[src/rtl/router_fsm_pkg.sv]
// Shared definitions for the 1x3 router: state encodings, port addresses and
// the per-state output decode used by the write controller.
package router_fsm_pkg;

    typedef enum logic [2:0] {
        DECODE_ADDRESS     = 3'b000,
        LOAD_FIRST_DATA    = 3'b001,
        LOAD_DATA          = 3'b010,
        FIFO_FULL_STATE    = 3'b011,
        LOAD_AFTER_FULL    = 3'b100,
        LOAD_PARITY        = 3'b101,
        CHECK_PARITY_ERROR = 3'b110,
        WAIT_TILL_EMPTY    = 3'b111
    } state_t;

    localparam logic [1:0] ADDR_PORT0   = 2'd0;
    localparam logic [1:0] ADDR_PORT1   = 2'd1;
    localparam logic [1:0] ADDR_PORT2   = 2'd2;
    localparam logic [1:0] ADDR_INVALID = 2'b11;

    typedef struct packed {
        logic detect_addr;
        logic lfd_state;
        logic ld_state;
        logic full_state;
        logic laf_state;
        logic write_enb_reg;
        logic rst_int_reg;
        logic busy;
    } fsm_out_t;

    // Picks the per-port flag addressed by addr; the invalid address selects nothing.
    function automatic logic port_sel(input logic [2:0] flags, input logic [1:0] addr);
        logic r;
        case (addr)
            ADDR_PORT0: r = flags[0];
            ADDR_PORT1: r = flags[1];
            ADDR_PORT2: r = flags[2];
            default:    r = 1'b0;
        endcase
        return r;
    endfunction

    function automatic fsm_out_t decode_outputs(input state_t s);
        fsm_out_t o;
        o = '0;
        case (s)
            DECODE_ADDRESS:     o.detect_addr = 1'b1;
            LOAD_FIRST_DATA:    begin o.lfd_state = 1'b1; o.busy = 1'b1; end
            LOAD_DATA:          begin o.ld_state = 1'b1; o.write_enb_reg = 1'b1; end
            FIFO_FULL_STATE:    begin o.full_state = 1'b1; o.busy = 1'b1; end
            LOAD_AFTER_FULL:    begin o.laf_state = 1'b1; o.write_enb_reg = 1'b1; o.busy = 1'b1; end
            LOAD_PARITY:        begin o.write_enb_reg = 1'b1; o.busy = 1'b1; end
            CHECK_PARITY_ERROR: begin o.rst_int_reg = 1'b1; o.busy = 1'b1; end
            WAIT_TILL_EMPTY:    o.busy = 1'b1;
            default:            o = '0;
        endcase
        return o;
    endfunction

endpackage

[src/rtl/router_fsm.sv]
// Packet-level write controller for the 1x3 router: decodes the header address,
// sequences header/payload/parity phases and stalls on a full destination FIFO.
module router_fsm
    import router_fsm_pkg::*;
(
    input  logic       clk,
    input  logic       resetn,
    input  logic       pkt_valid,
    input  logic [1:0] data_in,
    input  logic       fifo_full,
    input  logic       fifo_empty_0,
    input  logic       fifo_empty_1,
    input  logic       fifo_empty_2,
    input  logic       soft_reset_0,
    input  logic       soft_reset_1,
    input  logic       soft_reset_2,
    input  logic       parity_done,
    input  logic       low_pkt_valid,
    output logic       detect_addr,
    output logic       lfd_state,
    output logic       ld_state,
    output logic       full_state,
    output logic       laf_state,
    output logic       write_enb_reg,
    output logic       rst_int_reg,
    output logic       busy,
    output logic [2:0] state_dbg
);

    state_t     r_state;
    state_t     w_next;
    logic [1:0] r_addr_q;
    fsm_out_t   r_out;

    logic [2:0] w_empty;
    logic [2:0] w_soft;
    logic       w_sel_empty;
    logic       w_sel_soft;
    logic       w_hdr_ok;

    assign w_empty     = {fifo_empty_2, fifo_empty_1, fifo_empty_0};
    assign w_soft      = {soft_reset_2, soft_reset_1, soft_reset_0};
    assign w_sel_empty = port_sel(w_empty, r_addr_q);
    assign w_sel_soft  = port_sel(w_soft, r_addr_q);
    assign w_hdr_ok    = pkt_valid && (data_in != ADDR_INVALID);

    always_comb begin
        w_next = r_state;
        case (r_state)
            DECODE_ADDRESS: begin
                // The address is not latched yet, so the empty test looks at data_in.
                if (w_hdr_ok)
                    w_next = port_sel(w_empty, data_in) ? LOAD_FIRST_DATA : WAIT_TILL_EMPTY;
            end
            LOAD_FIRST_DATA: w_next = LOAD_DATA;
            LOAD_DATA: begin
                if (fifo_full)       w_next = FIFO_FULL_STATE;
                else if (!pkt_valid) w_next = LOAD_PARITY;
            end
            FIFO_FULL_STATE: begin
                if (!fifo_full) w_next = LOAD_AFTER_FULL;
            end
            LOAD_AFTER_FULL: begin
                if (parity_done)        w_next = DECODE_ADDRESS;
                else if (low_pkt_valid) w_next = LOAD_PARITY;
                else                    w_next = LOAD_DATA;
            end
            LOAD_PARITY:        w_next = CHECK_PARITY_ERROR;
            CHECK_PARITY_ERROR: w_next = fifo_full ? FIFO_FULL_STATE : DECODE_ADDRESS;
            WAIT_TILL_EMPTY: begin
                if (w_sel_empty) w_next = LOAD_FIRST_DATA;
            end
            default: w_next = DECODE_ADDRESS;
        endcase
        // A read timeout on the destination port abandons the packet from any phase.
        if (r_state != DECODE_ADDRESS && w_sel_soft)
            w_next = DECODE_ADDRESS;
    end

    // Outputs are registered from the next state so they stay a pure function of state.
    always_ff @(posedge clk or negedge resetn) begin
        if (!resetn) begin
            r_state  <= DECODE_ADDRESS;
            r_addr_q <= ADDR_PORT0;
            r_out    <= decode_outputs(DECODE_ADDRESS);
        end else begin
            r_state <= w_next;
            r_out   <= decode_outputs(w_next);
            if (r_state == DECODE_ADDRESS && w_next != DECODE_ADDRESS)
                r_addr_q <= data_in;
        end
    end

    assign detect_addr   = r_out.detect_addr;
    assign lfd_state     = r_out.lfd_state;
    assign ld_state      = r_out.ld_state;
    assign full_state    = r_out.full_state;
    assign laf_state     = r_out.laf_state;
    assign write_enb_reg = r_out.write_enb_reg;
    assign rst_int_reg   = r_out.rst_int_reg;
    assign busy          = r_out.busy;
    assign state_dbg     = r_state;

endmodule

[config.mk]
export PLATFORM = sky130hd
export DESIGN_NAME = router_fsm
export DESIGN_NICKNAME = d
export VERILOG_FILES = /design/src/rtl/router_fsm_pkg.sv /design/src/rtl/router_fsm.sv
export SDC_FILE = /design/constraint.sdc
export NUM_CORES = 1
export LEC_CHECK = 0
export CAP_MARGIN = 15
export CORE_MARGIN = 2
export CORE_UTILIZATION = 40
export CTS_CLUSTER_DIAMETER = 50
export CTS_CLUSTER_SIZE = 40
export DETAILED_ROUTE_END_ITERATION = 10
export GPL_TIMING_DRIVEN = 0
export MAX_ROUTING_LAYER = met4
export PLACE_DENSITY = 0.75
export SLEW_MARGIN = 20
export SYNTH_ARGS = -nofsm -noshare
export SYNTH_HDL_FRONTEND = slang
export SYNTH_SLANG_ARGS = --single-unit
[constraint.sdc]
create_clock -name clk -period 1.5 [get_ports clk]
set_input_delay 0.3 -clock clk [delete_from_list [all_inputs] [get_ports clk]]
set_output_delay 0.3 -clock clk [all_outputs]
set_load 0.05 [all_outputs]
---- After elaboration in Yosys (flattened, before gate mapping) ----
Cells that the tools add are included.
cells by class
  $add $sub $neg .......................... 0
  $mul .................................... 0
  div/mod/pow operators ................... 0
  $lt $le $gt $ge ......................... 0
  eq/ne operators ......................... 19
  shift-type cells ........................ 0
  mux-type cells .......................... 24
  bitwise gates (word level) .............. 0
  reduce and logical (&&, ||, !) cells .... 11
operators with widths
  operator              count
  $mux W3               9
  $eq A3 B3 Y1 const B  8
  $pmux W3 S8           1
  $eq A3 B2 Y1 const B  4
  $mux W1               10
  $pmux W1 S3           3
  $eq A3 B1 Y1 const B  2
  $logic_not A3 Y1      2
  $reduce_bool A3 Y1    2
  $reduce_or A6 Y1      1
  $eq A2 B1 Y1 const B  2
  $eq A2 B2 Y1 const B  2
  $logic_not A2 Y1      2
  $logic_and A1 B1 Y1   3
  $reduce_or A3 Y1      1
  $mux W2               1
  $ne A2 B2 Y1 const B  1
word-level totals
  register bits ........................... 13
  latch bits .............................. 0
  RAM bits ................................ 0
  memory bits (read-only) ................. 0
  bits of input ports ..................... 14
  memories ................................ 0

---- Depth between registers and ports, before layout ----
Gate-level depths: netlist of the first run.
  depth after elaboration ................. 11
  mapped depth ............................ 6
  mapped depth without buffers ............ 5

---- Worst setup path before layout of the first run ----
No wires, ideal clock.
  kind .................................... register to register
  start ................................... register r_state[2] (netlist: state_dbg[2])
  end ..................................... register r_out, in the netlist full_state
  arrival time ............................ 1.740 ns
  required time ........................... 1.420 ns
  setup slack ............................. -0.320 ns
  stages on the path, launching flop included .. 7
  clock period less this slack ............ 1.820 ns
  path through ............................ dfrtp_1 > buf_2 > and2_1 > o2111a_2 > nor4_4 > or2_4 > nor3_2
on the way
  longest elaborated chain between the ends .. 6
RTL lines
  item                    RTL line              source
  start, declared         router_fsm.sv:30      state_t r_state;
  start signal, assigned  router_fsm.sv:87      r_state <= w_next;
  $mux W3                 router_fsm.sv:58      else if (!pkt_valid) w_next = LOAD_PARITY;
  $mux W3                 router_fsm.sv:57      if (fifo_full) w_next = FIFO_FULL_STATE;
  $pmux W3 S8             router_fsm.sv:49      case (r_state)
  $mux W3 *               router_fsm.sv:76      if (r_state != DECODE_ADDRESS && w_sel_soft)
  $eq A3 B2 Y1 *          router_fsm_pkg.sv:47  case (s)
  $mux W1 *               router_fsm_pkg.sv:47
  end signal, assigned    router_fsm.sv:85      r_out <= decode_outputs(DECODE_ADDRESS);
  end signal, assigned    router_fsm.sv:88      r_out <= decode_outputs(w_next);
  end, declared           router_fsm.sv:33      fsm_out_t r_out;
Mark *: on every way between the ends. The rest lies on a longest branch, timed or not.
A chain may end at the register's enable or synchronous reset.

---- Final worst setup path of the first run ----
  start ................................... register r_state[1] (netlist: state_dbg[1])
  end ..................................... register r_out, in the netlist ld_state
Same word-level chain as after synthesis.

==> results of run 1 <==
==> worst max-delay path, cell delays in order, from the launching register on <==
cell	delay [ns]
sky130_fd_sc_hd__dfrtp_2	0.42
sky130_fd_sc_hd__buf_6	0.13
sky130_fd_sc_hd__or3_4	0.39
sky130_fd_sc_hd__o211ai_2	0.09
sky130_fd_sc_hd__o21a_2	0.21
sky130_fd_sc_hd__or2_4	0.17
sky130_fd_sc_hd__nor3_2	0.05
==> cells by family (layout without fill, tap and decap cells) <==
| logic type | count (synthesis) | after routing | share of synthesized area (%) |
|---|---|---|---|
| compound gates | 18 | 18 | 19.5 |
| buf+inv | 4 | 36 | 2.30 |
| flops | 13 | 13 | 42.8 |
| mux | 4 | 4 | 5.25 |
| simple gates | 37 | 37 | 30.2 |
==> worst min path at each step <==
stage | startpoint | to | slack [ns] | cells past startpoint
after detailed placement | r_addr_q[0] | r_addr_q[0] | 0.62 | 2
after global placement | r_addr_q[0] | r_addr_q[0] | 0.61 | 2
final | resetn | rst_int_reg | 0.40 | 1
after CTS | resetn | ld_state | 0.40 | 1
after global routing | resetn | ld_state | 0.45 | 1
after floorplan | resetn | busy | 0.004 | 0
==> timing repair <==
item,4_1_cts,5_1_grt
resized for setup,24,8
gates cloned,0,0
setup buffers,3,1
pin swaps,6,5
setup endpoints to repair,22,14
==> per-layer routing <==
metal | wire (um) | global-route usage (%) | vias to the layer above
li1 | - | - | 340
met1 | 781 | 23.4 | 327
met2 | 938 | 29.6 | 21
met3 | 94 | 5.28 | 0
met4 | 0 | 2.70 | 0
met5 | 0 | - | -
==> cell usage in the layout, fill, tap and decap left out, types with 3 or more instances in the layout <==
| cell type | instances |
|---|---|
| sky130_fd_sc_hd__clkdlybuf4s50_1 | 11 |
| sky130_fd_sc_hd__dlygate4sd2_1 | 10 |
| sky130_fd_sc_hd__dfrtp_1 | 8 |
| sky130_fd_sc_hd__nand2_1 | 6 |
| sky130_fd_sc_hd__nor2_1 | 5 |
| sky130_fd_sc_hd__mux2i_1 | 4 |
| sky130_fd_sc_hd__nand3b_1 | 4 |
| sky130_fd_sc_hd__nor2_2 | 4 |
| sky130_fd_sc_hd__dfrtp_2 | 4 |
| sky130_fd_sc_hd__buf_4 | 4 |
| sky130_fd_sc_hd__nor3_1 | 3 |
| sky130_fd_sc_hd__nand2_2 | 3 |
| sky130_fd_sc_hd__a21oi_1 | 3 |
| sky130_fd_sc_hd__clkbuf_4 | 3 |
==> power breakdown <==
group	total, W	internal [W]	switching, W
clock network	0.000208	0.000103	0.000105
registers	0.000628	0.000510	0.000118
logic	0.00182	0.000735	0.00109
==> layout make-up <==
class	count	area [um2]	share of cell area (%)
inverter	2	7.51	0.649
buffer	2	22.5	1.95
clock buffer	4	26.3	2.27
tap	25	31.3	2.71
timing repair buffer	28	263	22.7
multi-input combinational	59	474	41.0
sequential	13	332	28.7
==> per-stage QoR <==
step / worst slack (ns) / hold slack (ns) / instance area, um2
floorplan: -0.148 / 0.00441 / 782
global placement: -0.473 / 0.605 / 1050
detailed placement: -0.513 / 0.618 / 1050
CTS: -0.0556 / 0.404 / 1120
global route: -0.102 / 0.452 / 1160
finish: -0.0616 / 0.396 / 1160
==> summary.txt, run 1 <==
Synthesis
  – Post-synth design cell area: 763 um2
  – Number of flops mapped to enable cells by yosys: 0
  – Synth Net Count: 90
  – Top cell type's share of synthesized area: between 30% and 40%
  – Avg Cell Area, Syn: 10.0 um2
  – Unique cell type count in the Yosys netlist: 31
  – Sequential-to-total area share from yosys stat: 42.8%
  – Post-synth top flop: sky130_fd_sc_hd__dfrtp_1
  – Cell types with the largest area share after synthesis: sky130_fd_sc_hd__dfrtp_1, sky130_fd_sc_hd__mux2i_1, sky130_fd_sc_hd__nand2_1
  – Cell type contributing the most total cell area after synthesis: sky130_fd_sc_hd__dfrtp_1
  – Leading post-synthesis cells by instance count: sky130_fd_sc_hd__dfrtp_1, sky130_fd_sc_hd__nand2_1, sky130_fd_sc_hd__nor2_1
  – Synthesis warning total: 0
  – Share of flip-flops with an asynchronous set or reset: 100%
  – Synthesized instance count: 76
  – Number of synthesized register bits: 13
  – Most common cell in the netlist: sky130_fd_sc_hd__dfrtp_1

Floorplan
  – Floorplan die height: 47.7 um
  – Starting density of the core: 43.3%
  – Core Rows: 15
  – Total die area: 2270 um2
  – Core footprint: around 1800 um2
  – Die Wd: 47.7 um
  – IO Count: 25

CTS
  – Number of buffers created by CTS: 3
  – Hold-fix buffers, CTS: 0
  – Buffer type at the clock tree root: sky130_fd_sc_hd__clkbuf_4
  – TritonCTS clock tree: built
  – Clock tree buffer depth: 2
  – Number of H-tree levels: 1
  – Clk slew on worst S/H paths: approximately 0.08 ns
  – TritonCTS sink count: 13
  – Insertion delay to the later sink of the worst-skew pair: 0.27 ns

Power
  – Power per standard cell area: between 2000 and 2500 nW/um2
  – Peak supply drop: 1300 uV
  – Leakage power: 0.516 nW
  – Power Total: 0.00266 W

Layout
  – Area Growth Syn to Fin: 51.5%
  – Flip-flop count of the largest register after layout: 3
  – Number of antenna cells inserted: 0
  – Nets@finish: 123
  – Fillers: 157
  – Final core utilization: between 60% and 70%
  – Filler-free cell count of the finished design: 133
  – Fraction of layout cells with a size suffix above 1: between 40% and 50%

GRT
  – Number of antenna violations at the first check in global routing: 0
  – Global-route wire length before repair: 2810 um
  – GRT Total Usage: between 15 and 20%
  – Number of global-route vias before repair: 651
  – Pin count of the biggest net entering global routing: 14
  – Total overflow reported by the global router: 0

Critical path
  – Number of cells on the worst reg-to-reg path: 6
  – Flop-to-flop setup slack: -0.06 ns
  – End point of the critical path: ld_state
  – Launch point of the critical path: state_dbg[1]
  – Launching point of the worst reg2reg path: state_dbg[1]
  – Arr. time, crit path: 1.72 ns
  – Peak fanout along the critical path: 5
  – CP Launch Type: flop
  – Reg-to-reg endpoint: ld_state
  – Data required time at the worst endpoint: 1.66 ns
  – Worst setup path class: flop to flop
  – Crit. End Element: flop

Timing
  – Setup slack of the critical path after layout: -0.0616 ns
  – Setup TNS: -0.365 ns
  – Worst-margin pin slew: about 0.58 ns
  – Setup repair after global routing missed its margin: yes
  – Shortest clock period the worst path allows after layout: about 1.6 ns
  – Final Cycle Share: 104%
  – Max-slew headroom: about 61%
  – Setup-violating endpoint count in the final report: 9
  – Achievable Freq: 640 MHz
  – Skew final: 0.00519 ns
  – Number of slew-limit violations in the final report: 0
  – Final Hold Fails: 0

Placement
  – Weighted congestion at the end of routability-driven global placement: about 0.76
  – DP HPWL: around 1300 um
  – Inst Count DP: approximately 130
  – IO Port Bufs: 24

Route
  – Average via count per standard cell: 5.17
  – Count of antenna-violating nets left after detailed routing: 0
  – Via Count: around 690
  – Total length of routed wires: 1820 um
  – First DRT Iteration DRCs: 8
  – DRC Markers: 0
  – Initial DRT Pass Iterations: 4
  – Per-cell routed wire length: 13.6 um

Run status
  – Violations in the final reports: negative setup slack
  – Status: complete, but fails checks

Hold path
  – Worst min-delay path class: input port to asynchronous set/reset pin

Job
  – Max-cap check violation count: 0
Power figures use the tool's default switching activity.
==> inputs of run 2 (changes only) <==
--- a/config.mk
+++ b/config.mk
@@ -6,6 +6,7 @@
 export NUM_CORES = 1
 export LEC_CHECK = 0
 export CAP_MARGIN = 15
+export CORE_ASPECT_RATIO = 0.75
 export CORE_MARGIN = 2
 export CORE_UTILIZATION = 40
 export CTS_CLUSTER_DIAMETER = 50
@@ -13,7 +14,7 @@
 export DETAILED_ROUTE_END_ITERATION = 10
 export GPL_TIMING_DRIVEN = 0
 export MAX_ROUTING_LAYER = met4
-export PLACE_DENSITY = 0.75
+export PLACE_DENSITY = 0.85
 export SLEW_MARGIN = 20
 export SYNTH_ARGS = -nofsm -noshare
 export SYNTH_HDL_FRONTEND = slang
==> run 2 against run 1 <==
Compared with the run above:
- the run still ends with negative setup slack left
- sequential power shrank 3%
- cell count is 0.75% lower
- sequential share of layout area down 0.25 points
- flip-flop and latch count unchanged
- die area up 0.17%
- first-iteration DRC count up 50%
- largest power group unchanged
==> summary.txt, run 2 (synthesis gave the netlist of run 1 again) <==
Run status
  – Status: complete, but fails checks (unchanged)
  – Violations in the final reports: negative setup slack (unchanged)

Layout
  – Multi-input logic area: 479 um2 (was 474 um2)
  – Flip-flop count of the largest register after layout: 3 (unchanged)
  – Nets@finish: 125 (was 123)
  – Area Growth Syn to Fin: 52.8% (was 51.5%)
  – Number of antenna cells inserted: 0 (unchanged)
  – Non-Filler Cell Area, Final: 1170 um2 (was 1160 um2)
  – Area taken by flip-flops and latches: 332 um2 (unchanged)
  – Most frequent standard cell in the layout excluding fill and tap cells: sky130_fd_sc_hd__clkdlybuf4s50_1 (unchanged)
  – Fillers: 155 (was 157)
  – Fraction of layout cells with a size suffix above 1: 40.0% (was 41.7%)
  – Most used cells in the layout excluding fill and tap cells: sky130_fd_sc_hd__clkdlybuf4s50_1, sky130_fd_sc_hd__dlygate4sd2_1, sky130_fd_sc_hd__nand2_1, sky130_fd_sc_hd__dfrtp_1, sky130_fd_sc_hd__nor2_1 (was sky130_fd_sc_hd__clkdlybuf4s50_1, sky130_fd_sc_hd__dlygate4sd2_1, sky130_fd_sc_hd__dfrtp_1, sky130_fd_sc_hd__nand2_1, sky130_fd_sc_hd__nor2_1)

GRT
  – GRT Total Usage: 20.0% (was 18.3%)
  – Global-route wire length before repair: 3200 um (was 2810 um)
  – Number of antenna violations at the first check in global routing: 0 (unchanged)
  – Total overflow reported by the global router: 0 (unchanged)
  – Pin count of the biggest net entering global routing: 14 (unchanged)
  – Number of global-route vias before repair: 711 (was 651)

Timing
  – Setup repair after global routing missed its margin: yes (unchanged)
  – Number of slew-limit violations in the final report: 0 (unchanged)
  – Setup TNS: -0.478 ns (was -0.365 ns)
  – Max-slew headroom: 59.8% (was 61.4%)
  – Achievable Freq: 619 MHz (was 640 MHz)
  – Final Hold Fails: 0 (unchanged)
  – Setup slack of the critical path after layout: -0.115 ns (was -0.0616 ns)
  – Final Cycle Share: 108% (was 104%)
  – Setup-violating endpoint count in the final report: 9 (unchanged)
  – Worst hold slack: 0.393 ns (was 0.396 ns)
  – Worst-margin pin slew: 0.600 ns (was 0.577 ns)
  – Skew final: 0.0103 ns (was 0.00519 ns)
  – Shortest clock period the worst path allows after layout: 1.61 ns (was 1.56 ns)

CTS
  – Buffer type at the clock tree root: sky130_fd_sc_hd__clkbuf_4 (unchanged)
  – Number of H-tree levels: 1 (unchanged)
  – Insertion delay to the later sink of the worst-skew pair: 0.28 ns (was 0.27 ns)
  – Clock tree buffer depth: 2 (unchanged)
  – TritonCTS clock tree: built (unchanged)
  – Hold-fix buffers, CTS: 0 (unchanged)
  – Number of buffers created by CTS: 3 (unchanged)
  – Clk slew on worst S/H paths: 0.09 ns (was 0.08 ns)
  – TritonCTS sink count: 13 (unchanged)

Hold path
  – Worst min-delay path class: input port to asynchronous set/reset pin (unchanged)

Placement
  – IO Port Bufs: 24 (unchanged)
  – Area after DPL: 1050 um2 (about the same)
  – Weighted congestion at the end of routability-driven global placement: 0.793 (was 0.765)
  – DP HPWL: 1350 um (was 1300 um)

Critical path
  – Crit. End Element: flop (unchanged)
  – Arr. time, crit path: 1.80 ns (was 1.72 ns)
  – Peak fanout along the critical path: 6 (was 5)
  – CP Launch Type: input port (was flop)
  – Worst setup path class: input port to flop (was flop to flop)
  – Data required time at the worst endpoint: 1.69 ns (was 1.66 ns)

Route
  – Routed length on met1: 938 um (was 781 um)
  – Sum of met2 wire segment lengths after detailed routing: 1030 um (was 938 um)
  – Per-cell routed wire length: 15.7 um (was 13.6 um)
  – Initial DRT Pass Iterations: 4 (unchanged)
  – DRC Markers: 0 (unchanged)
  – Average via count per standard cell: 5.34 (was 5.17)
  – Uppermost signal routing layer after detailed routing: met4 (was met3)
  – Total length of routed wires: 2070 um (was 1820 um)
  – Count of antenna-violating nets left after detailed routing: 0 (unchanged)
  – Via Count: 705 (was 688)
  – First DRT Iteration DRCs: 12 (was 8)
  – Wire length on met3: 98 um (was 94 um)

Floorplan
  – Core Rows: 13 (was 15)
  – Starting density of the core: 43.0% (was 43.3%)
  – Total die area: 2280 um2 (was 2270 um2)
  – Core footprint: 1770 um2 (was 1760 um2)
  – IO Count: 25 (unchanged)
  – Floorplan die height: 41.8 um (was 47.7 um)
  – Die Wd: 54.4 um (was 47.7 um)

Power
  – Leakage power: 0.512 nW (was 0.516 nW)
  – Power per standard cell area: 2400 nW/um2 (was 2300 nW/um2)
  – Peak supply drop: 1630 uV (was 1300 uV)

Job
  – Max-cap check violation count: 0 (unchanged)
[run 2: cell types whose count changed in the layout (fill, tap and decap cells not counted), sizes merged]
cell	change
buf	+2
clkbuf	+1
clkdlybuf4s50	+1
dlygate4sd2	-1
dlymetal6s2s	-1
[run 2: final cells by class]
class,instances,share of cell area [%]
Multi-Input combinational cell,59,41.1
Inverter,2,0.644
Sequential cell,13,28.4
Buffer,2,1.93
Tap cell,22,2.36
Clock buffer,4,2.25
Timing Repair Buffer,30,23.3
[run 2: through the flow]
stage	setup slack, ns	power [W]	util, %	std cells
final	-0.115	0.00279	65.8	132
after global routing	-0.158	0.00297	65.8	132
after CTS	-0.0899	0.00268	64.6	131
after detailed placement	-0.517	0.00227	59.2	122
after global placement	-0.455	0.00223	59.2	122
after floorplan	-0.148	0.00185	-	76
[run 2: critical path: stages]
cell and delay (ns):
sky130_fd_sc_hd__clkdlybuf4s50_1 0.59, sky130_fd_sc_hd__nand2b_1 0.14, sky130_fd_sc_hd__a21oi_2 0.27, sky130_fd_sc_hd__nor4_4 0.09, sky130_fd_sc_hd__or2_4 0.27, sky130_fd_sc_hd__nor3_2 0.13
[run 2: final timing paths]
| check | end | cells past startpoint | slack (ns) | startpoint |
|---|---|---|---|---|
| max | full_state | 6 | -0.11 | pkt_valid |
| max reg2reg | full_state | 6 | -0.11 | state_dbg[0] |
| min | lfd_state | 1 | 0.39 | resetn |
| min in group clk | r_addr_q[1] | 2 | 0.61 | r_addr_q[1] |
| min reg2reg | r_addr_q[1] | 2 | 0.61 | r_addr_q[1] |
| max in group asynchronous | state_dbg[2] | 1 | 0.67 | resetn |
[run 2: metal layers]
metal | global-route usage, % | vias to the layer above
li1 | - | 344
met1 | 25.9 | 342
met2 | 31.1 | 17
met3 | 5.76 | 2
met4 | 4.00 | 0
met5 | - | -
[run 2: timing repair]
| action | in CTS | in global routing |
|---|---|---|
| gates resized for setup | 25 | 7 |
| hold endpoints to repair | 0 | 0 |
| pin swaps | 6 | 1 |
| setup endpoints to repair | 22 | 15 |
| setup buffers | 5 | 1 |
| gates cloned | 0 | 0 |
[run 2: where the power goes]
group          internal (W)  total [W]  switching, W
Clock              0.000103   0.000219      0.000116
Combinational      0.000794    0.00197       0.00117
Sequential         0.000510   0.000608     0.0000978
Total               0.00141    0.00279       0.00139
